File: src/rtl/dac_frame_sched.sv
// Round-robin scheduler and serializer for an 8-bit serial DAC.
// Each frame is {control byte, sample}, shifted MSB first on sclk falls with a fixed sync-high gap.
module dac_frame_sched #(
    parameter logic [7:0]  CTRL0    = 8'b0001_0000,
    parameter logic [7:0]  CTRL1    = 8'b1001_0000,
    parameter int unsigned GAP_SCLK = 2
) (
    input  logic       clk,
    input  logic       rst_n,
    input  logic       req0_valid,
    input  logic [7:0] req0_data,
    output logic       req0_ready,
    input  logic       req1_valid,
    input  logic [7:0] req1_data,
    output logic       req1_ready,
    output logic       busy,
    output logic       grant_id,
    output logic       frame_done,
    output logic       sclk,
    output logic       sync,
    output logic       din
);

    localparam int unsigned GW = (GAP_SCLK > 1) ? $clog2(GAP_SCLK) : 1;

    typedef enum logic [1:0] {
        ST_IDLE,
        ST_SHIFT,
        ST_GAP
    } state_t;

    state_t        state_q, state_d;
    logic          sclk_q, sclk_d;
    logic          sync_q, sync_d;
    logic          din_q, din_d;
    logic          done_q, done_d;
    logic          grant_q, grant_d;
    logic          last_q, last_d;
    logic [15:0]   frame_q, frame_d;
    logic [3:0]    bitcnt_q, bitcnt_d;
    logic [GW-1:0] gapcnt_q, gapcnt_d;

    logic          fall;
    logic          grant_now;
    logic          pick1;
    logic [15:0]   sel_frame;

    always_ff @(posedge clk or negedge rst_n) begin
        if (!rst_n) begin
            state_q  <= ST_IDLE;
            sclk_q   <= 1'b0;
            sync_q   <= 1'b1;
            din_q    <= 1'b0;
            done_q   <= 1'b0;
            grant_q  <= 1'b0;
            last_q   <= 1'b1;
            frame_q  <= '0;
            bitcnt_q <= '0;
            gapcnt_q <= '0;
        end else begin
            state_q  <= state_d;
            sclk_q   <= sclk_d;
            sync_q   <= sync_d;
            din_q    <= din_d;
            done_q   <= done_d;
            grant_q  <= grant_d;
            last_q   <= last_d;
            frame_q  <= frame_d;
            bitcnt_q <= bitcnt_d;
            gapcnt_q <= gapcnt_d;
        end
    end

    always_comb begin
        fall      = sclk_q;
        // Contention goes to the channel not granted last; a lone valid always wins.
        pick1     = (req0_valid && req1_valid) ? ~last_q : req1_valid;
        grant_now = (state_q == ST_IDLE) && fall && (req0_valid || req1_valid);
        sel_frame = pick1 ? {CTRL1, req1_data} : {CTRL0, req0_data};

        state_d  = state_q;
        sclk_d   = ~sclk_q;
        sync_d   = sync_q;
        din_d    = din_q;
        done_d   = 1'b0;
        grant_d  = grant_q;
        last_d   = last_q;
        frame_d  = frame_q;
        bitcnt_d = bitcnt_q;
        gapcnt_d = gapcnt_q;

        case (state_q)
            ST_IDLE: begin
                if (grant_now) begin
                    frame_d  = sel_frame;
                    grant_d  = pick1;
                    last_d   = pick1;
                    sync_d   = 1'b0;
                    din_d    = sel_frame[15];
                    bitcnt_d = '0;
                    state_d  = ST_SHIFT;
                end
            end
            ST_SHIFT: begin
                if (fall) begin
                    if (bitcnt_q != 4'd15) begin
                        // frame_q shifts left so bit [14] is always the next bit to send.
                        bitcnt_d = bitcnt_q + 4'd1;
                        din_d    = frame_q[14];
                        frame_d  = {frame_q[14:0], 1'b0};
                    end else begin
                        sync_d   = 1'b1;
                        din_d    = 1'b0;
                        done_d   = 1'b1;
                        gapcnt_d = '0;
                        state_d  = ST_GAP;
                    end
                end
            end
            ST_GAP: begin
                if (fall) begin
                    if (gapcnt_q == GW'(GAP_SCLK - 1)) begin
                        state_d = ST_IDLE;
                    end else begin
                        gapcnt_d = gapcnt_q + 1'b1;
                    end
                end
            end
            default: state_d = ST_IDLE;
        endcase
    end

    assign req0_ready = grant_now && !pick1;
    assign req1_ready = grant_now && pick1;
    assign busy       = (state_q != ST_IDLE);
    assign grant_id   = grant_q;
    assign frame_done = done_q;
    assign sclk       = sclk_q;
    assign sync       = sync_q;
    assign din        = din_q;

endmodule
File: config.mk
export PLATFORM = sky130hd
export DESIGN_NAME = dac_frame_sched
export DESIGN_NICKNAME = d
export VERILOG_FILES = /design/src/rtl/dac_frame_sched.sv
export SDC_FILE = /design/constraint.sdc
export NUM_CORES = 1
export LEC_CHECK = 0
export CAP_MARGIN = 30
export CORE_MARGIN = 2
export CORE_UTILIZATION = 40
export DETAILED_ROUTE_END_ITERATION = 7
export PLACE_DENSITY = 0.74
export SETUP_SLACK_MARGIN = 0.3
export SYNTH_ARGS = -nofsm -noshare
export SYNTH_HDL_FRONTEND = slang
export SYNTH_SLANG_ARGS = --single-unit
File: constraint.sdc
create_clock -name clk -period 3.8 [get_ports clk]
set_input_delay 0.57 -clock clk [delete_from_list [all_inputs] [get_ports clk]]
set_output_delay 0.57 -clock clk [all_outputs]
set_load 0.1 [all_outputs]
==> results of run 1 <==
-- stage by stage --
step	std cells	hold WS, ns	instance area [um2]
6_report	198	0.497	1660
5_1_grt	198	0.528	1660
4_1_cts	198	0.501	1660
3_5_place_dp	194	0.468	1610
3_3_place_gp	194	0.464	1610
2_1_floorplan	127	0.274	1330
-- worst max path at each step --
stage,start,end,cells after the start
final,state_q[1]$_DFFE_PN0P_,busy,2
after global placement,req0_valid,req1_ready,5
after global routing,state_q[1]$_DFFE_PN0P_,busy,2
after CTS,state_q[1]$_DFFE_PN0P_,busy,2
after floorplan,sclk$_DFF_PN0_,req0_ready,4
after detailed placement,req0_valid,req1_ready,5
-- registers in the layout, indices dropped and copies added, names as in the netlist --
signal      count
grant_id        1
state_q         2
frame_done      1
din             1
frame_q        15
sclk            1
bitcnt_q        4
sync            1
last_q          1
gapcnt_q        1
-- where the power goes --
part           leakage [nW]  internal, mW  switching (mW)  total (mW)
sequential            0.343         0.420          0.0776       0.497
clock                0.0279         0.107          0.0806       0.187
combinational         0.372         0.200           0.341       0.542
total                 0.743         0.727           0.500        1.23
-- cells by family (layout without fill, tap and decap cells) --
family	count (synthesis)	count (layout)
flip-flops	28	28
adder cells (fa/ha/maj)	1	1
AND/OR/NAND/NOR	40	40
buffers and inverters	9	36
AO/OA/AOI/OAI	48	48
multiplexers	1	1
-- cell usage in the layout, fill, tap and decap left out, types with 2 or more instances in the layout --
cell type                         Yosys  layout
sky130_fd_sc_hd__a21o_1               9       9
sky130_fd_sc_hd__a21oi_1             11      11
sky130_fd_sc_hd__a22o_1               6       6
sky130_fd_sc_hd__and2b_1              2       2
sky130_fd_sc_hd__buf_4                1       3
sky130_fd_sc_hd__clkbuf_4             0       3
sky130_fd_sc_hd__clkdlybuf4s50_1      0      25
sky130_fd_sc_hd__dfrtp_1             26      26
sky130_fd_sc_hd__dfstp_2              2       2
sky130_fd_sc_hd__inv_1                4       4
sky130_fd_sc_hd__nand2_1             15      15
sky130_fd_sc_hd__nand3_1              5       5
sky130_fd_sc_hd__nor2_1              13      13
sky130_fd_sc_hd__o21a_1               2       2
sky130_fd_sc_hd__o21ai_0              7       7
sky130_fd_sc_hd__o31ai_1              8       8
-- worst max-delay path, cell delays in order, from the launching register on --
cell	delay (ns)
sky130_fd_sc_hd__dfrtp_1	0.46
sky130_fd_sc_hd__or2_2	0.31
sky130_fd_sc_hd__clkdlybuf4s50_1	0.96
-- per-layer routing --
layer	GRT usage (%)	wire (um)
met5	0	0
met4	4.56	10
met3	2.94	175
met2	26.9	1270
met1	18.8	1180
-- final cells by class --
cell class	instances	share of cell area [%]
well taps	44	3.32
inverters	4	0.905
flip-flops and latches	28	42.4
multi-input cells	90	33.8
clock buffers	3	1.36
clock inverters	1	1.81
repair buffers	28	16.4
==> results.txt, run 1 <==
The initial core utilization came out at 42.7%. The final-report max-slew violation count is 0. The min-delay analysis places its worst path in the category flip-flop to flip-flop. The commonest cells after synthesis are sky130_fd_sc_hd__dfrtp_1, sky130_fd_sc_hd__nand2_1, sky130_fd_sc_hd__nor2_1, sky130_fd_sc_hd__a21oi_1, sky130_fd_sc_hd__a21o_1. The worst setup path is captured at a primary output. The mux share of post-synthesis cell area is 0.755%. Setup repair after global routing left no endpoint under its margin.

In this run the most critical hold path is launched from frame_q[1]$_DFFE_PN0P_. The number of global-route vias before repair is approximately 990. The count of input and output buffers came out at 27.

The critical setup path kind is flip-flop to primary output. The number of failing setup endpoints in the final timing report is 0. The synthesized netlist devotes around 27% of its cell area to compound gates. The initial detailed-routing violation count came out at 74. The flow ran to the end, and the final reports show no timing, DRC or antenna violations. The utilization of the core after routing is 53.5%. The pre-antenna-repair detailed-routing pass consisted of 4 iterations. The number of antenna cells inserted is 0. Along the worst hold path, the cell count comes to 2.

The die extent in x is between 60 and 70 um. The share of the Yosys chip area taken by registers is approximately 53%. The final setup skew is around 0.014 ns. The number of synthesized register bits came out at 28. The average wire per cell in the routed design is 13.3 um. Global routing finished with a remaining overflow of 0. In the post-synthesis netlist, the cell with the most instances is sky130_fd_sc_hd__dfrtp_1. The data required time of the critical path came out at about 3.2 ns.

The net count after synthesis came out at around 150. In the final timing run, aggregate negative setup slack is 0 ns. The weighted congestion at the end of routability-driven global placement is roughly 0.82. In this run the critical register-to-register path is launched from bitcnt_q[0]$_DFFE_PN0P_. The TritonCTS buffer count is 3. The number of antenna-violating nets in the routed design is 0. The setup slack after placement is 1.27 ns. The final wirelength came out at 2640 um. Max-cap violations in this run came to 0. The number of antenna violations at the first check in global routing came out at 0. After synthesis, the cell types taking the most area are sky130_fd_sc_hd__dfrtp_1, sky130_fd_sc_hd__a21o_1, sky130_fd_sc_hd__o31ai_1, sky130_fd_sc_hd__nand2_1, sky130_fd_sc_hd__a21oi_1. The vertical extent of the die is just over 60 um.

The number of buffers added to fix hold violations after cts came out at 0. After Yosys synthesis, full adders, half adders and majority gates account for 0.944% of the synthesized area. The slack of the worst reg-to-reg path is 2.03 ns. After layout, the design draws a total of ~1.2 mW. Of the total synthesized cell area, the portion taken by AND, OR, NAND and NOR gates is 13.7%. The summed instance area of the synthesized netlist came out at 1330 um2. The number of hold violations in the final report came to 0. After layout, the minimum clock period comes to 2.62 ns. In this run the post-CTS setup repair buffer count came out at 0.

The upper clock frequency limit came out at 382 MHz. STA classifies the critical path startpoint as a flip-flop. The count of pins on the block boundary came out at 28. The leakage power is between 0.7 and 0.8 nW. The remaining routing DRC violations came out at 0.

In this run the deepest clock path goes through 2 buffers. The post-cts gate resize count is 0. Clock tree synthesis found a total of 28 sinks. The count of different cell masters after synthesis is 28. The number of levels in the clock H-tree is 1.

The layout net count is 176. Entering global routing, the biggest net connects 29 pins. The predominant post-synthesis flop cell is sky130_fd_sc_hd__dfrtp_1. The gate count after technology mapping is 127. Of all cell types, the one taking the most synthesized area is sky130_fd_sc_hd__dfrtp_1. The relative area change from synthesis to final layout came out at 25.2%. The proportion of layout cells with a drive suffix above 1 came out at 10.4%. The layout filler cell count is 315. Summing the areas of all xor and xnor instances in the mapped netlist gives 0% of the synthesized area. The clock edge transition at the registers on the reported setup and hold paths came out at 0.15 ns. TritonCTS built the clock tree. The arrival time reported for the critical path endpoint is between 2 and 2.5 ns. The area of combinational cells with multiple inputs is 561 um2. The synthesized area divided by synthesized cell count came out at 10.4 um2. The area share of the largest cell type after synthesis is 49.1%.

The overall via count from detail_route is 1,033. The first global-routing pass estimated 4280 um of wire. The remaining max-slew budget at the tightest pin came out at between 30% and 40%.

The final critical path takes up 68.9% of the cycle. The slew at the pin with the worst max-slew slack came out at 0.970 ns. Across all setup checks in the final design, the least slack found is 1.18 ns. By area, the combinational part of the netlist is dominated by compound AO/OA/AOI/OAI gates. The global-route usage over all layers is around 15%. The placement row count is 20. The average via count per standard cell came out at 5.22. The power density over the cells came out at 739 nW/um2. The die area is 3790 um2. The endpoint identified for the worst register-to-register timing path is frame_q[7]$_DFFE_PN0P_.

Across the VDD grid, the largest voltage drop is roughly 0.22 mV. The worst hold path terminates at frame_q[1]$_DFFE_PN0P_. The placed wire-length estimate after detailed placement is 2050 um.

In the synthesized netlist the async set-or-reset flop fraction comes to 100%. The root buffer cell chosen for the clock tree is sky130_fd_sc_hd__clkbuf_4. The count of warnings emitted by yosys is 0. The core footprint came out at 3100 um2. The worst reg2reg path depth came out at 4.

The largest driver fanout on the critical path came out at 6. The number of enable flip-flop cells after synthesis came out at 0. The latest clock arrival within the worst-skew pair came out at 0.32 ns. The sequential cells in the finished layout cover a total of 703 um2.
(Power assumes the default switching activity.)
==> run 2, diff against run 1 <==
--- a/config.mk
+++ b/config.mk
@@ -9,7 +9,7 @@
 export CORE_MARGIN = 2
 export CORE_UTILIZATION = 40
 export DETAILED_ROUTE_END_ITERATION = 7
-export PLACE_DENSITY = 0.74
+export PLACE_DENSITY = 0.77
 export SETUP_SLACK_MARGIN = 0.3
 export SYNTH_ARGS = -nofsm -noshare
 export SYNTH_HDL_FRONTEND = slang
==> constraint.sdc (replaced) <==
create_clock -name clk -period 2.25 [get_ports clk]
set_input_delay 0.3375 -clock clk [delete_from_list [all_inputs] [get_ports clk]]
set_output_delay 0.3375 -clock clk [all_outputs]
set_load 0.1 [all_outputs]
==> run 2 against run 1 <==
Global-route usage increased by 0.59 points. First-iteration DRC count decreased by 61%. Via count increased by 2.9%. Routed wire length increased by 2.0%. Critical endpoint is now req1_ready. Largest power group unchanged.
==> results.txt, run 2 (synthesis results as in run 1) <==
The final non-filler cell total is 202 (was 198). The remaining routing DRC violations came out at 0 (unchanged). The number of clock sinks is 28 (unchanged). The number of placed instances with taps included is 194 (unchanged). The data required time of the critical path came out at 1.91 ns (was 3.23 ns).

The average wire per cell in the routed design came out at 13.3 um (about the same). The number of global-route vias before repair came out at 1,025 (was 985). The initial core utilization is 42.7% (unchanged).

The core footprint is 3100 um2 (unchanged). The count of input and output buffers came to 27 (unchanged). The summed negative setup slack over all endpoints came out at 0 ns (unchanged).

The number of antenna-violating nets in the routed design is 0 (unchanged). The maximum vdd ir drop came out at 0.398 mV (was 0.220 mV). The CTS tree is built (unchanged). The proportion of layout cells with a drive suffix above 1 is 19.0% (was 10.4%). The number of failing setup endpoints in the final timing report came to 0 (unchanged). The remaining max-slew budget at the tightest pin came out at 59.4% (was 35.1%).

The detailed-router iteration count before antenna repair is 4 (unchanged). The number of flip-flops under the largest register name was 15 (unchanged). The top register by number of flip-flops is frame_q (unchanged). The number of buffers on the longest clock path came out at 2 (unchanged). The minimum clock period came out at approximately 1.9 ns. The die area came to 3790 um2 (unchanged). The final-report max-slew violation count came out at 0 (unchanged). The placed wire-length estimate after detailed placement came to 2030 um (was 2050 um). The placement row count is 20 (unchanged). The vertical extent of the die was 61.6 um (unchanged). The TritonCTS buffer count came out at 3 (unchanged). The layout net count came out at 180 (was 176). The weighted congestion at the end of routability-driven global placement was 0.779 (was 0.816). The startpoint type of the worst setup path was a flip-flop (unchanged). The capturing element type of the critical path is a primary output (unchanged). Top Registers: frame_q: 15 flops, bitcnt_q: 4 flops, state_q: 2 flops (unchanged). The maximum number of pins on one net before global-route repair was 29 (unchanged). The overall via count from detail_route is 1,063 (was 1,033). The number of antenna cells inserted came out at 0 (unchanged). The latest clock arrival within the worst-skew pair was 0.32 ns (about the same).

The largest driver fanout on the critical path came out at 9 (was 6). The number of levels in the clock H-tree came out at 1 (unchanged). The count of pins on the block boundary is 28 (unchanged). The slew at the pin with the worst max-slew slack is 0.606 ns (was 0.970 ns). The slack of the worst reg-to-reg path came out at 0.48 ns (was 2.03 ns). The power density over the cells came out at 1240 nW/um2 (was 739 nW/um2). The leakage power is 0.783 nW (was 0.743 nW). The die extent in x came out at 61.6 um (unchanged). The path category of the worst min-delay check was input pin to async pin (was flip-flop to flip-flop). The upper clock frequency limit came out at 526 MHz.

The relative area change from synthesis to final layout is 30.4% (was 25.2%). The most frequent standard cell in the layout excluding fill and tap cells is sky130_fd_sc_hd__dfrtp_1 (unchanged). The arrival time reported for the critical path endpoint is 1.56 ns (was 2.05 ns). Result of the run: complete, no violations (unchanged). The root buffer cell was sky130_fd_sc_hd__clkbuf_4 (unchanged).

The final wirelength is 2690 um (was 2640 um). After layout, the worst path uses 84.4% of the clock period. The number of antenna violations at the first check in global routing is 0 (unchanged).

The end point of the critical path was req1_ready (was busy). RSZ-0062 raised after global routing: yes (was no). The launch point of the worst reg-to-reg path is state_q[1]$_DFFE_PN0P_ (was bitcnt_q[0]$_DFFE_PN0P_).

The first-pass GRT wire length is 4440 um (was 4280 um). The average via count per standard cell came out at 5.26 (was 5.22). The number of hold violations in the final report was 0 (unchanged). The total grt overflow is 0 (unchanged).

The clock edge transition at the registers on the reported setup and hold paths is 0.15 ns (about the same). The initial detailed-routing violation count is 29 (was 74). The reported max-cap violation count was 0 (unchanged). The final setup skew came out at 0.00392 ns (was 0.0141 ns).

The critical setup path kind is flip-flop to primary output (unchanged). The worst reg2reg path depth came out at 4 (unchanged). Most frequent cells in the layout: sky130_fd_sc_hd__dfrtp_1, sky130_fd_sc_hd__clkdlybuf4s50_1, sky130_fd_sc_hd__nand2_1 (unchanged).

The startpoint of the most critical setup path is sclk$_DFF_PN0_ (was state_q[1]$_DFFE_PN0P_). The global-route usage over all layers came out at 15.8% (was 15.3%). The reg-to-reg critical path endpoint was frame_q[7]$_DFFE_PN0P_ (unchanged).
==> run 2: metal layers <==
layer	part of all wire, %	global-route usage, %
met5	0	0
met4	2.0	5.78
met3	4.4	2.94
met2	48	26.3
met1	45	20.6
==> run 2: worst max-delay path: stages (launching register included) <==
cell and delay (ns):
sky130_fd_sc_hd__dfrtp_4 0.56, sky130_fd_sc_hd__and2b_2 0.25, sky130_fd_sc_hd__o211ai_4 0.16, sky130_fd_sc_hd__nor2_4 0.09, sky130_fd_sc_hd__buf_12 0.18
==> run 2: layout make-up <==
| class | instances | area (um2) |
|---|---|---|
| repair buffers | 32 | 313 |
| fillers | 290 | 1380 |
| clock buffers | 3 | 22.5 |
| clock inverters | 1 | 30.0 |
| well taps | 44 | 55.1 |
| flip-flops and latches | 28 | 707 |
| inverters | 4 | 15.0 |
| multi-input cells | 90 | 586 |
==> run 2: repair_timing <==
action | 4_1_cts | 5_1_grt
endpoints found under the setup margin | 1 | 4
resized for setup | 1 | 0
hold buffers | 0 | 0
setup buffers | 0 | 4
pin swaps | 1 | 2
==> run 2: report_power, final <==
group	switching, mW	total [mW]	internal (mW)
clock network	0.145	0.325	0.180
registers	0.137	0.845	0.709
logic	0.602	0.966	0.363
total	0.884	2.14	1.25
==> run 2: worst min path at each step <==
stage,from,endpoint,slack (ns),depth (start not counted)
2_1_floorplan,rst_n,bitcnt_q[0]$_DFFE_PN0P_,0.04,0
3_3_place_gp,frame_q[7]$_DFFE_PN0P_,frame_q[7]$_DFFE_PN0P_,0.46,2
3_5_place_dp,frame_q[3]$_DFFE_PN0P_,frame_q[3]$_DFFE_PN0P_,0.47,2
4_1_cts,rst_n,sclk$_DFF_PN0_,0.38,2
5_1_grt,rst_n,sclk$_DFF_PN0_,0.39,2
6_report,rst_n,sclk$_DFF_PN0_,0.37,2
==> run 2: stage by stage <==
stage | hold slack [ns] | power [mW] | instance area, um2 | util [%] | setup WS (ns)
final | 0.371 | 2.14 | 1730 | 55.7 | 0.351
after global routing | 0.393 | 2.26 | 1730 | 55.7 | 0.297
after CTS | 0.378 | 2.13 | 1700 | 54.7 | 0.317
after detailed placement | 0.471 | 1.81 | 1640 | 52.9 | 0.329
after global placement | 0.463 | 1.76 | 1640 | 52.9 | 0.352
after floorplan | 0.0419 | 1.59 | 1360 | - | 0.280
==> edit, RTL diff (config.mk and constraints of run 1) <==
Register the output `sync` once more; this adds one clock of latency there. The other outputs are not delayed to match.
--- a/src/rtl/dac_frame_sched.sv
+++ b/src/rtl/dac_frame_sched.sv
@@ -138,3 +138,5 @@
     assign sclk       = sclk_q;
-    assign sync       = sync_q;
+    always_ff @(posedge clk) begin
+        sync <= sync_q;
+    end
     assign din        = din_q;
Function: changed (a bounded check fails within 4 cycles, from zero or initial values and one cycle with rst_n low).
==> edit against run 1 <==
  * Clock skew decreased by 0.0020 ns
  * Setup slack improved by 0.020 ns
  * Design area rose by 3.3%
  * Via count rose by 3.8%
  * Sequential cell count grew 1
  * Area after synthesis increased by 1.5%
  * Total power up 7.0%
  * Critical path depth is 1 lower
  * Wire length rose by 4.1%
==> edit: results (changes against run 1) <==
Result of the run: finished clean (unchanged). The post-route worst hold slack is 0.412 ns (was 0.497 ns). The share of layout cells above drive strength 1 is 11.9% (was 10.4%).

The cell type of the slowest stage on the worst timing path is sky130_fd_sc_hd__clkdlybuf4s50_1 (unchanged). The number of different library cells in the post-synthesis netlist is 29 (was 28). The reg-to-reg critical path startpoint is bitcnt_q[0] (unchanged). The sequential-to-total area share from yosys stat came out at 53.8% (was 53.1%). The critical path data arrival time came to 2.03 ns (was 2.05 ns).

The overall fraction of global-route tracks in use came to 17.5% (was 15.3%). The vias per cell is 5.23 (was 5.22). The maximum number of buffers from clock root to sink came out at 2 (unchanged). The clock skew came to 0.0120 ns (was 0.0141 ns). The peak supply drop came out at 0.263 mV (was 0.220 mV). The number of synthesis warnings came out at 0 (unchanged).

The proportion of synthesized flip-flops having asynchronous set or reset was 96.6% (was 100%). The setup fix buffers added after clock tree synthesis came out at 0 (unchanged). The actual slew at the worst max-slew pin was 0.974 ns (was 0.970 ns). The delay contributed by the slowest stage of the critical path came out at 1.19 ns (was 0.96 ns). The largest driver fanout on the critical path was 9 (was 6). The placer congestion estimate is 0.780 (was 0.816). Top post-synthesis cells by area: sky130_fd_sc_hd__dfrtp_1, sky130_fd_sc_hd__a21o_1, sky130_fd_sc_hd__o31ai_1, sky130_fd_sc_hd__nand2_1, sky130_fd_sc_hd__a21oi_1 (unchanged). The clock transition time at the flip-flop clock pins of the worst setup and hold paths was 0.09 ns (was 0.15 ns).

The half-perimeter wire length after detailed placement came out at 1990 um (was 2050 um). The DRC marker count from the first detailed-route iteration is 61 (was 74). The number of port buffers was 27 (unchanged). The number of global-route vias before repair is 1058 (was 985).

The initial antenna violation count is 0 (unchanged). The end of the critical path is sclk (was busy). The static power due to leakage is 0.769 nW (was 0.743 nW). The origin of the worst setup path is sclk (was state_q[1]).

The H-tree level count came out at 2 (was 1). The first-pass GRT wire length is 4730 um (was 4280 um). The slack of the worst reg-to-reg path is 2.03 ns (about the same). The net count after synthesis came out at 149 (was 148).

The library cell used as clock root buffer is sky130_fd_sc_hd__clkbuf_4 (unchanged). The final-stage net count is 179 (was 176). The worst flop-to-flop path endpoint is frame_q[3] (was frame_q[7]).

The number of buffers inserted during clock tree synthesis came out at 5 (was 3). The total wire length after detailed routing is 2750 um (was 2640 um). The count of instances resized after the clock tree is built came to 0 (unchanged).
-- edit: cell types whose count changed after synthesis --
cell | run 1 | this run
sky130_fd_sc_hd__dfxtp_1 | 0 | 1
-- edit: layout make-up --
cell class	instances	area, um2	area share, %
sequential	29	723	42.2
timing repair buffer	28	273	15.9
clock buffer	7	55.1	3.21
clock inverter	1	30.0	1.75
tap	46	57.6	3.36
multi-input combinational	90	561	32.7
inverter	4	15.0	0.876
-- edit: cells by family after synthesis --
family	share of synthesized area, %
simple gates	13.5
compound gates	26.5
mux	0.744
fa+ha+maj	0.930
buf+inv	4.56
flops	53.8
-- edit: metrics by stage --
stage	setup WS, ns	instance area (um2)	total power [mW]	instances
final	1.20	1710	1.31	205
after global routing	1.09	1710	1.42	205
after CTS	1.19	1710	1.33	205
after detailed placement	1.26	1630	1.07	197
after global placement	1.31	1630	1.04	197
after floorplan	0.398	1350	0.941	128
-- edit: power breakdown --
part	total, mW	switching [mW]	internal [mW]
logic	0.543	0.343	0.200
clock network	0.258	0.101	0.157
registers	0.511	0.0781	0.433
total	1.31	0.522	0.790
-- edit: layer usage --
metal	up-vias	global-route usage, %	share of wire (%)
li1	518	-	-
met1	516	20.2	43
met2	29	28.3	50
met3	9	7.04	4.8
met4	0	8.51	2.4
met5	-	0	0
-- edit: worst register-to-register path, stage by stage (launching register included) --
cell	delay, ns
sky130_fd_sc_hd__dfrtp_1	0.41
sky130_fd_sc_hd__ha_1	0.24
sky130_fd_sc_hd__nand3_1	0.22
sky130_fd_sc_hd__o211ai_4	0.58
sky130_fd_sc_hd__o31ai_1	0.18
-- edit: worst min-delay path by stage --
stage / startpoint / endpoint / slack, ns / depth (start not counted)
6_report: sync_q / sync / 0.41 / 0
2_1_floorplan: rst_n / bitcnt_q[0] / 0.27 / 0
3_3_place_gp: sync_q / sync / 0.40 / 0
4_1_cts: sync_q / sync / 0.41 / 0
5_1_grt: sync_q / sync / 0.42 / 0
3_5_place_dp: sync_q / sync / 0.40 / 0
